## src/rtl/framebuffer_port_arbiter.sv

```systemverilog
// framebuffer_port_arbiter: scan-priority arbiter for the single-port pixel RAM.
// Ports: clk_in/reset (async, active low); scan_* read path; host_* write path
// into a FIFO; ram_* RAM side; fifo_count/stall_count/stat_clear statistics;
// swap_req/swap_done bank swap. Optional macro DOUBLE_BUFFER_EN adds the bank bit.
module framebuffer_port_arbiter #(
  parameter int PIXEL_WIDTH  = 64,
  parameter int PIXEL_HEIGHT = 32,
  parameter int DATA_WIDTH   = 16,
  parameter int FIFO_DEPTH   = 4,
  localparam int COL_W = $clog2(PIXEL_WIDTH),
  localparam int ROW_W = $clog2(PIXEL_HEIGHT),
`ifdef DOUBLE_BUFFER_EN
  localparam int BANK  = 1,
`else
  localparam int BANK  = 0,
`endif
  localparam int ADDR_W = BANK + ROW_W + COL_W,
  localparam int CNT_W  = $clog2(FIFO_DEPTH) + 1
) (
  input  logic                  clk_in,
  input  logic                  reset,
  input  logic                  scan_req,
  input  logic [ROW_W-1:0]      scan_row,
  input  logic [COL_W-1:0]      scan_col,
  output logic [DATA_WIDTH-1:0] scan_rdata,
  output logic                  scan_rvalid,
  input  logic                  host_valid,
  output logic                  host_ready,
  input  logic [ROW_W-1:0]      host_row,
  input  logic [COL_W-1:0]      host_col,
  input  logic [DATA_WIDTH-1:0] host_wdata,
  output logic [ADDR_W-1:0]     ram_addr,
  output logic                  ram_we,
  output logic [DATA_WIDTH-1:0] ram_wdata,
  input  logic [DATA_WIDTH-1:0] ram_rdata,
  output logic [CNT_W-1:0]      fifo_count,
  input  logic                  stat_clear,
  output logic [15:0]           stall_count,
  input  logic                  swap_req,
  output logic                  swap_done
);

  localparam int PTR_W = $clog2(FIFO_DEPTH);

  logic [ROW_W-1:0]      q_row  [FIFO_DEPTH];
  logic [COL_W-1:0]      q_col  [FIFO_DEPTH];
  logic [DATA_WIDTH-1:0] q_data [FIFO_DEPTH];
  logic [PTR_W-1:0]      wr_ptr;
  logic [PTR_W-1:0]      rd_ptr;
  logic                  rd_pend;
  logic                  fifo_empty;
  logic                  push;
  logic                  pop;
  logic [ADDR_W-1:0]     scan_addr;
  logic [ADDR_W-1:0]     head_addr;

  assign fifo_empty = (fifo_count == '0);
  assign host_ready = (fifo_count < CNT_W'(FIFO_DEPTH));
  assign push       = host_valid && host_ready;
  // The scan side owns every cycle it asks for.
  assign pop        = !scan_req && !fifo_empty;

  always_ff @(posedge clk_in) begin
    if (push) begin
      q_row[wr_ptr]  <= host_row;
      q_col[wr_ptr]  <= host_col;
      q_data[wr_ptr] <= host_wdata;
    end
  end

`ifdef DOUBLE_BUFFER_EN
  logic q_bank [FIFO_DEPTH];
  logic front;
  logic pending;
  logic frame_start;
  logic swap_fire;
  logic front_nxt;

  assign frame_start = scan_req && (scan_row == '0)
                       && (scan_col == '0);
  // Swap only between frames and only once queued writes
  // have landed in the old back bank.
  assign swap_fire = frame_start && pending && fifo_empty;
  assign front_nxt = front ^ swap_fire;
  assign scan_addr = {front_nxt, scan_row, scan_col};
  assign head_addr = {q_bank[rd_ptr], q_row[rd_ptr],
                      q_col[rd_ptr]};

  always_ff @(posedge clk_in) begin
    if (push) begin
      q_bank[wr_ptr] <= ~front;
    end
  end

  always_ff @(posedge clk_in or negedge reset) begin
    if (!reset) begin
      front     <= 1'b0;
      pending   <= 1'b0;
      swap_done <= 1'b0;
    end else begin
      front     <= front_nxt;
      swap_done <= swap_fire;
      if (swap_fire) begin
        pending <= 1'b0;
      end else if (swap_req) begin
        pending <= 1'b1;
      end
    end
  end
`else
  logic unused_swap_req;

  assign unused_swap_req = swap_req;
  assign swap_done = 1'b0;
  assign scan_addr = {scan_row, scan_col};
  assign head_addr = {q_row[rd_ptr], q_col[rd_ptr]};
`endif

  always_ff @(posedge clk_in or negedge reset) begin
    if (!reset) begin
      wr_ptr      <= '0;
      rd_ptr      <= '0;
      fifo_count  <= '0;
      rd_pend     <= 1'b0;
      scan_rvalid <= 1'b0;
      scan_rdata  <= '0;
      ram_addr    <= '0;
      ram_we      <= 1'b0;
      ram_wdata   <= '0;
      stall_count <= '0;
    end else begin
      // RAM data is valid one cycle after the address register.
      rd_pend     <= scan_req;
      scan_rvalid <= rd_pend;
      if (rd_pend) begin
        scan_rdata <= ram_rdata;
      end

      if (push) begin
        wr_ptr <= wr_ptr + PTR_W'(1);
      end
      if (pop) begin
        rd_ptr <= rd_ptr + PTR_W'(1);
      end

      unique case ({push, pop})
        2'b10:   fifo_count <= fifo_count + CNT_W'(1);
        2'b01:   fifo_count <= fifo_count - CNT_W'(1);
        default: ;
      endcase

      unique case (1'b1)
        scan_req: begin
          ram_addr <= scan_addr;
          ram_we   <= 1'b0;
        end
        pop: begin
          ram_addr  <= head_addr;
          ram_we    <= 1'b1;
          ram_wdata <= q_data[rd_ptr];
        end
        default: ram_we <= 1'b0;
      endcase

      if (stat_clear) begin
        stall_count <= '0;
      end else if (scan_req && !fifo_empty
                   && stall_count != 16'hFFFF) begin
        stall_count <= stall_count + 16'd1;
      end
    end
  end

endmodule

```

## config.mk

```make
export PLATFORM = sky130hd
export DESIGN_NAME = framebuffer_port_arbiter
export DESIGN_NICKNAME = d
export VERILOG_FILES = /design/src/rtl/framebuffer_port_arbiter.sv
export SDC_FILE = /design/constraint.sdc
export NUM_CORES = 1
export LEC_CHECK = 0
export ABC_AREA = 1
export CAP_MARGIN = 40
export CELL_PAD_IN_SITES_DETAIL_PLACEMENT = 0
export CELL_PAD_IN_SITES_GLOBAL_PLACEMENT = 1
export CORE_MARGIN = 10
export CORE_UTILIZATION = 34
export DETAILED_ROUTE_END_ITERATION = 12
export PLACE_DENSITY = 0.7
export SLEW_MARGIN = 40
export SYNTH_ARGS = -nofsm -noshare
export SYNTH_HDL_FRONTEND = slang
export SYNTH_SLANG_ARGS = --single-unit
```

## constraint.sdc

```tcl
create_clock -name clk_in -period 2.7 [get_ports clk_in]
set_input_delay 0.405 -clock clk_in [delete_from_list [all_inputs] [get_ports clk_in]]
set_output_delay 0.405 -clock clk_in [all_outputs]
set_load 0.005 [all_outputs]
```

### Word-level counts from Yosys, hierarchy flattened

Memories as Yosys holds them, arrays and structs flattened. A register that Yosys moved wholly into a read port is not among the register bits.
Index checks and enable logic that the tools add are counted.

| cells by class | value |
|---|---|
| reduce and logical (&&, ||, !) cells | 11 |
| order comparisons | 1 |
| muxes and demuxes | 7 |
| $add $sub $neg | 5 |
| eq/ne operators | 3 |

Operators with widths:

| cell | count |
|---|---|
| $mux 16 | 2 |
| $pmux 11 s2 | 1 |
| $add 16x1->16 const B | 1 |
| $ne 16x16->1 const B | 1 |
| $pmux 3 s2 | 1 |
| $reduce_bool 2->1 | 3 |
| $add 2x1->2 const B | 2 |
| $logic_and 1x1->1 | 4 |
| $add 3x1->3 const B | 1 |
| $logic_not 1->1 | 3 |
| $logic_not 3->1 | 1 |
| $lt 3x3->1 const B | 1 |
| $mux 1 | 3 |
| $sub 3x1->3 const B | 1 |
| $eq 2x1->1 const B | 1 |
| $eq 2x2->1 const B | 1 |

| storage, ports and cells | value |
|---|---|
| input port bits | 60 |
| output and inout port bits | 66 |
| word-level logic and storage cells | 39 |
| register bits | 53 |
| memories | 3 |
| RAM bits | 108 |

Memory list:

| name | depth | width | rd ports | clocked after memory_dff | write ports | line | text |
|---|---|---|---|---|---|---|---|
| q_data | 4 | 16 | 1 | 1 | 1 | 47 | `logic [DATA_WIDTH-1:0] q_data [FIFO_DEPTH];` |
| q_col | 4 | 6 | 1 | 0 | 1 | 46 | `logic [COL_W-1:0] q_col [FIFO_DEPTH];` |
| q_row | 4 | 5 | 1 | 0 | 1 | 45 | `logic [ROW_W-1:0] q_row [FIFO_DEPTH];` |

### Longest topological paths before layout

Gate-level depths: netlist of run 1.

| logic depth | value |
|---|---|
| depth in word-level cells | 6 |
| gate-level depth with buffers | 11 |
| mapped depth without buffers | 10 |

### Worst setup path before layout of run 1

No wires, ideal clock.

| path | value |
|---|---|
| kind | flip-flop to flip-flop |
| from | reg wr_ptr[0] |
| to | mem q_col[2][0] (netlist name) (enable) |
| setup time | 411 ps |
| stages on the path, launching flop included | 5 |
| arrival | 1814 ps |
| data required time | 2289 ps |
| path buffers | 0 |
| period minus slack after synthesis | 2225 ps |
| path slack | 475 ps |
| path through | dfrtp_1 > inv_1 > ha_1 > inv_1 > nor2_1 |

RTL lines:

| what | line | text |
|---|---|---|
| from (decl) | 48 | `logic [PTR_W-1:0] wr_ptr;` |
| from (signal assigned) | 140 | `wr_ptr <= wr_ptr + PTR_W'(1);` |
| to (decl) | 46 |  |

Straight into the memory's write port.

### Worst setup path after layout of run 1

| path | value |
|---|---|
| from | reg stall_count[8] |
| to | out stall_count[8] |

RTL lines:

| what | line | text |
|---|---|---|
| from (decl) | 38 | `output logic [15:0] stall_count,` |
| from (signal assigned) | 169 | `stall_count <= stall_count + 16'd1;` |

No word-level cell between the ends.

==> impl_results.md, run 1 <==
- Syn_area_per_cell: 11.5 sq um
- Arrival time at the worst endpoint: 1.47 ns
- Worst Tran Pin Value: 0.721 ns
- Synth Net Count: 690
- Maximum clock path buffer count: 2
- Reg clk slew, reported paths: 0.08 ns
- Clk_lat worst skew: 0.43 ns
- Core area: 20,900 sq um
- Seq cells post-synth: 177
- CP Cell Sequence: clkdlybuf4s50_1
- GRT overflow: 0
- Worst Reg2Reg Path Length in Cells: 10
- Reg power frac: 42.5%
- FF-to-FF Start: fifo_count[0]
- H-tree levels: 4
- Share of layout cells above drive strength 1: 10.2%
- Slowest cell on the critical path: clkdlybuf4s50_1
- Psw: 2.70 mW
- Hold_buf cts: 0
- Sequential share of the synthesized area: 69.4%
- WL/cell: 16.7 microns
- Max-cap violations: 0
- Share of Yosys cell area claimed by the top area cell type: 45.3%
- DR pass1 iterations: 7
- I/O Buffers: 123
- First-pass GRT wire length: 27,300 microns
- Worst VDD drop: 0.417 mV
- Min cycle time layout: 1.88 ns
- Die area: 27,300 sq um
- Mapped Area: 7160 sq um
- CP Capture Type: primary output
- Starting Density: 34.3%
- Overall routing resource usage: 12.8%
- I/O Pins: 126
- Critical path's top delay family: buffers and inverters
- Vias/cell: 4.77
- Synth Flop Type: edfxtp_1
- Mapped Cells: 623
- Setup_tns: 0 ns
- RSZ-0062 raised after global routing: no
- CTS tree: yes
- Failing checks: negative hold slack
- Post-CTS setup repair buffer count: 0
- Vias in the first global route: 5,108
- Initial antenna violation count: 0
- Static Leak: 3.53 nW
- Final Hold Fails: 7
- Die X: 165 microns
- Hold Worst Slack: -0.00621 ns
- DPL Wire Length: 11,100 microns
- Post-synth cell types: 30
- Height of the die: 165 microns
- Setup crit start kind: flop
- Internal Pwr Total: 5.84 mW
- Reg2reg setup slack: 0.84 ns
- Hold WC Path Type: in -> async
- Post-synth EDFFs: 108
- ANT cells: 0
- Final Cycle Share: 69.5%
- Number of fill cells: 1,920
- PwrDens: 916 nW/um^2
- Drt total wl: 17,300 microns
- Net Sw Frac: 31.6%
- Total CTS buffers: 17
- Pin count of the biggest net entering global routing: 70
- Worst-path maximum fanout: 6
- Worst Path Required: 2.30 ns
- Fmax: 533 MHz
- Final Slew Violations: 0
- Vias: 4,950
- YS warnings: 0
- CP Buf/Inv Count: 1
- Fraction of power consumed by combinational cells: 28.9%
- Count leader, synth: nor2_1
- Clock power share: 28.6%
- Setup violations, final: 0
- # DRC: 0
- Synth top area cells: edfxtp_1 (45%), dfrtp_1 (24%), nor2_1 (6.5%)
- Post-DRT Antenna Nets: 0
- Number of cell rows: 53
- CTS-repair resized insts: 0
- Crit path largest cell delay: 0.57 ns
- Clock Sinks: 177
- Setup Crit Path Kind: reg -> out
- Synth-to-layout area growth: 30.1%
- Root Buffer: clkbuf_16
- Status: complete, but fails checks
- Fin nets: 817
- Top cells by count, synth: nor2_1 (124), edfxtp_1 (108), nand2_1 (89)
- FF-to-FF End: fifo_count[2]
- Max_slew headroom: 51.9%
- Placer Congestion: 0.819
- Setup skew after layout: 0.0151 ns
- Number of DRC markers in iteration 0: 280
- Async S/R FF share, synth: 39.0%
- Dominant cell type by area after synthesis: edfxtp_1
[cell type report]
cell class	instances	area (sq um)	area share (%)
clock buffers	17	425	4.57
well taps	275	344	3.69
repair buffers	136	1330	14.3
clock inverters	14	153	1.64
multi-input cells	387	1980	21.2
flip-flops and latches	177	4970	53.4
inverters	31	116	1.25
[worst register-to-register path: stages (launching register included)]
cell and delay (ns):
dfrtp_1 0.40, inv_2 0.06, nand3_1 0.14, nand2_1 0.10
inv_2 0.07, ha_1 0.13, inv_1 0.06, fa_1 0.38
a21oi_1 0.14, o21ai_0 0.10, xor2_1 0.15
[metrics by stage]
| stage | area [sq um] | power (mW) | cells | util, % | worst slack [ns] |
|---|---|---|---|---|---|
| finish | 9320 | 8.54 | 1037 | 44.6 | 0.822 |
| global route | 9320 | 9.07 | 1037 | 44.6 | 0.691 |
| CTS | 9320 | 8.68 | 1037 | 44.6 | 0.806 |
| detailed placement | 8740 | 6.22 | 1006 | 41.8 | 0.505 |
| global placement | 8740 | 6.14 | 1006 | 41.8 | 0.461 |
| floorplan | 7160 | 4.99 | 623 | - | 0.475 |
[layout by cell type (no fill, tap or decap)]
master and count:
clkdlybuf4s50_1 122, nor2_1 120, edfxtp_1 108, nand2_1 89, dfrtp_1 68, o21ai_0 56, nand3_1 30, inv_1 25
clkbuf_16 17, a31oi_1 16, mux2_2 16, buf_4 13, nand4_1 12, o22ai_1 11, nor2_4 9, xor2_1 7
inv_2 6, ha_1 6, inv_6 6, o21ai_1 5, a21oi_1 2, bufinv_16 2, clkinvlp_4 2, clkinv_2 2
xnor2_1 1, nand2_2 1, nor2_2 1, nand3b_1 1, o21bai_1 1, and2_1 1, fa_1 1, conb_1 1
inv_8 1, clkinv_1 1, buf_6 1, dfrtp_2 1
[metal layers]
metal / part of all wire (%) / vias to the layer above / global-route usage (%) / wire, microns
met1: 43 / 2395 / 15.6 / 7530
met2: 48 / 148 / 21.7 / 8370
met4: 1.3 / 0 / 3.82 / 224
met3: 6.9 / 18 / 3.67 / 1190
met5: 0 / - / 0 / 0
li1: - / 2389 / - / -
[cell families after synthesis]
logic type                 synth area share (%)
AOI/OAI and AO/OA                          6.86
xor gates and xnor gates                  0.978
adders and majority gates                  1.33
buffers and inverters                      3.42
DFF                                        69.4
muxes                                      2.52
other                                    0.0524
and+or+nand+nor                            15.5
[flip-flops by register name (all words and copies together), names as in the netlist]
signal,count
stall_count,16
ram_wdata,16
q_col,24
fifo_count,3
rd_pend,1
q_row,20
ram_we,1
scan_rdata,16
wr_ptr,2
scan_rvalid,1
q_data,64
ram_addr,11
rd_ptr,2
[worst max-delay path by stage]
stage                               start              end  slack, ns  cells after the start
final                      stall_count[8]   stall_count[8]       0.82                      1
after global routing        fifo_count[0]    fifo_count[2]       0.69                     10
after CTS                 stall_count[12]  stall_count[12]       0.81                      1
after detailed placement         scan_req    fifo_count[2]       0.50                     10
after global placement           scan_req    fifo_count[2]       0.46                     10
after floorplan                 wr_ptr[0]      q_col[2][0]       0.47                      4
[power groups by stage]
stage          sequential, mW  combinational [mW]  clock [mW]
2_1_floorplan            3.66                1.32           0
5_1_grt                  3.68                2.78        2.61
3_3_place_gp             3.66                2.47           0
3_5_place_dp             3.68                2.53           0
6_report                 3.63                2.47        2.44
4_1_cts                  3.63                2.55        2.50
Power figures use the tool's default switching activity.
==> run 2, diff against run 1 <==
- clock period: 2.7 -> 1.8 ns (I/O delays scaled with it)
==> run 2 against run 1 <==
Net effect:
- the run now ends clean
- cell area rose by 3.2%
- clock skew is 0.0082 ns lower
- largest cell class unchanged
- clock-buffer cell count unchanged
- sequential cell count unchanged
- non-clock buffer count increased by 21
- highest routed layer unchanged
- final cell count rose by 2.1%
- sequential power increased by 50%
- die area unchanged
- first-iteration DRC count down 2.5%
- hold slack better by 0.32 ns
==> impl_results.md, run 2 (synthesized netlist as in run 1, its figures left out) <==
- Placer Congestion: 0.823 (+0.49%)
- CTS tree: yes
- I/O Pins: 126 (unchanged)
- Fin nets: 838 (+2.6%)
- H-tree levels: 4 (unchanged)
- Setup_tns: 0 ns (unchanged)
- Final Hold Fails: 0 (-7)
- Final Cycle Share: 95.5%
- Drt total wl: 17,400 microns (+0.55%)
- FF-to-FF End: fifo_count[2]
- Fin area: 9620 sq um (+3.2%)
- Hold Worst Slack: 0.315 ns (+0.321 ns)
- Static Leak: 3.68 nW (+4.2%)
- Total CTS buffers: 17 (unchanged)
- CP Capture Type: primary output
- Setup Crit Path Kind: reg -> out
- I/O Buffers: 123 (unchanged)
- Worst slack at placement: -0.260 ns (-0.765 ns)
- Share of layout cells above drive strength 1: 13.1% (+2.9 points)
- Final WS setup: 0.0805 ns (-0.742 ns)
- Top flop regs: q_data x64, q_col x24, q_row x20
- Critical path's top delay family: buffers and inverters
- WL/cell: 16.4 microns (-1.5%)
- Number of fill cells: 1,914 (-0.31%)
- Setup skew after layout: 0.00683 ns (-0.00822 ns)
- Max reg flops: 64 (unchanged)
- Final Slew Violations: 0 (unchanged)
- Post-placement cell area: 8960 sq um (+2.6%)
- PwrDens: 1370 nW/um^2 (+49%)
- DR pass1 iterations: 4 (-3)
- Worst-path maximum fanout: 5 (-1)
- Post-DRT Antenna Nets: 0 (unchanged)
- ANT cells: 0 (unchanged)
- First-pass GRT wire length: 27,000 microns (-1.1%)
- CP Buf/Inv Count: 1 (unchanged)
- RSZ-0062 raised after global routing: no
- FF/Latch Area: 4970 sq um (about the same)
- Die area: 27,300 sq um (unchanged)
- Overall routing resource usage: 12.8% (-0.055 points)
- Root Buffer: clkbuf_16
- Core area: 20,900 sq um (unchanged)
- Hold WC Path Type: in -> async
- Vias/cell: 4.75 (-0.42%)
- Slowest cell on the critical path: clkdlybuf4s50_1
- Most frequent cells in the layout: clkdlybuf4s50_1 (120), nor2_1 (119), edfxtp_1 (108)
- Status: finished clean
- Worst Tran Pin Value: 0.500 ns (-0.221 ns)
- DPL Wire Length: 11,900 microns (+7.2%)
- GRT overflow: 0 (unchanged)
- Most common cell after layout, fill and taps aside: clkdlybuf4s50_1
- Arrival time at the worst endpoint: 1.45 ns (-0.02 ns)
- Number of DRC markers in iteration 0: 273 (-2.5%)
- CP Cell Sequence: clkdlybuf4s50_1
- Setup violations, final: 0 (unchanged)
- Crit path largest cell delay: 0.56 ns (about the same)
- Max-cap violations: 0 (unchanged)
- Min cycle time layout: 1.72 ns
- Multi-input logic area: 1990 sq um (+0.51%)
- Pin count of the biggest net entering global routing: 46 (-34%)
- Worst Reg2Reg Path Length in Cells: 10 (unchanged)
- Clock Sinks: 177 (unchanged)
- FF-to-FF Start: fifo_count[1]
- Biggest register: q_data
- Initial antenna violation count: 0 (unchanged)
- Synth-to-layout area growth: 34.3%
- Worst Path Required: 1.53 ns (-0.77 ns)
- Number of cell rows: 53 (unchanged)
- Max_slew headroom: 66.7% (+15 points)
- Die X: 165 microns (unchanged)
- Clk_lat worst skew: 0.42 ns (about the same)
- Vias in the first global route: 5,220 (+2.2%)
- Worst VDD drop: 0.728 mV (+75%)
- Reg clk slew, reported paths: 0.07 ns (about the same)
- Height of the die: 165 microns (unchanged)
- Maximum clock path buffer count: 2 (unchanged)
- Reg2reg setup slack: 0.10 ns (-0.74 ns)
- Fmax: 582 MHz
- Vias: 5,034 (+1.7%)
- # DRC: 0 (unchanged)
- Final Util: 46.0% (+1.4 points)
- Setup crit start kind: flop
- Starting Density: 34.3% (unchanged)
run 2: cell types whose count changed in the layout (fill, tap and decap cells not counted), sizes merged:
cell,change
clkdlybuf4s50,-2
clkinv,+2
dlymetal6s2s,+1
dlygate4sd3,+1
bufinv,-1
dlygate4sd2,+1
buf,+20
run 2: worst reg2reg max path, stage by stage (launching register included):
cell and delay (ns):
dfrtp_1 0.36, inv_1 0.09, nand3_2 0.08, nand2_1 0.08
inv_2 0.06, ha_1 0.13, inv_1 0.06, fa_2 0.33
a21oi_1 0.14, o21ai_1 0.09, xor2_1 0.14
run 2: where the power goes:
part / leakage, nW / internal [mW] / switching (mW)
Combinational: 1.58 / 1.86 / 2.18
Sequential: 1.81 / 5.10 / 0.347
Clock: 0.287 / 1.98 / 1.68
Total: 3.68 / 8.95 / 4.21
run 2: what timing repair did:
action                                  in CTS  in global routing
gates resized for setup                      1                  6
hold buffers                                 1                  0
endpoints found under the setup margin       1                 13
endpoints found under the hold margin       29                  0
pin swaps                                    0                  1
setup buffers                                0                  3
cloned                                       0                  0
run 2: worst max path at each step:
stage	from	to	cells past startpoint
after CTS	fifo_count[0]	fifo_count[2]	10
after floorplan	wr_ptr[0]	q_col[2][0]	4
final	stall_count[3]	stall_count[3]	1
after global placement	scan_req	fifo_count[2]	10
after detailed placement	scan_req	fifo_count[2]	10
after global routing	stall_count[2]	stall_count[2]	1
run 2: stage by stage:
stage	std cells	total power [mW]
floorplan	623	7.49
CTS	1056	13.3
global placement	1023	9.49
global route	1059	14.0
finish	1059	13.2
detailed placement	1023	9.61
run 2: final cells by class:
| cell class | instances | area share (%) |
|---|---|---|
| Clock inverter | 15 | 1.80 |
| Inverter | 31 | 1.21 |
| Tap cell | 275 | 3.58 |
| Sequential cell | 177 | 51.7 |
| Multi-Input combinational cell | 387 | 20.7 |
| Clock buffer | 17 | 4.42 |
| Timing Repair Buffer | 157 | 16.6 |
run 2: metal layers:
layer  wire, microns  share of wire [%]  GRT usage, %  vias up
li1                -                  -             -     2433
met1            7280                 42          15.2     2419
met2            8590                 49          21.8      168
met3            1380                7.9          3.89       14
met4             170               0.98          3.70        0
met5               0                  0             0        -
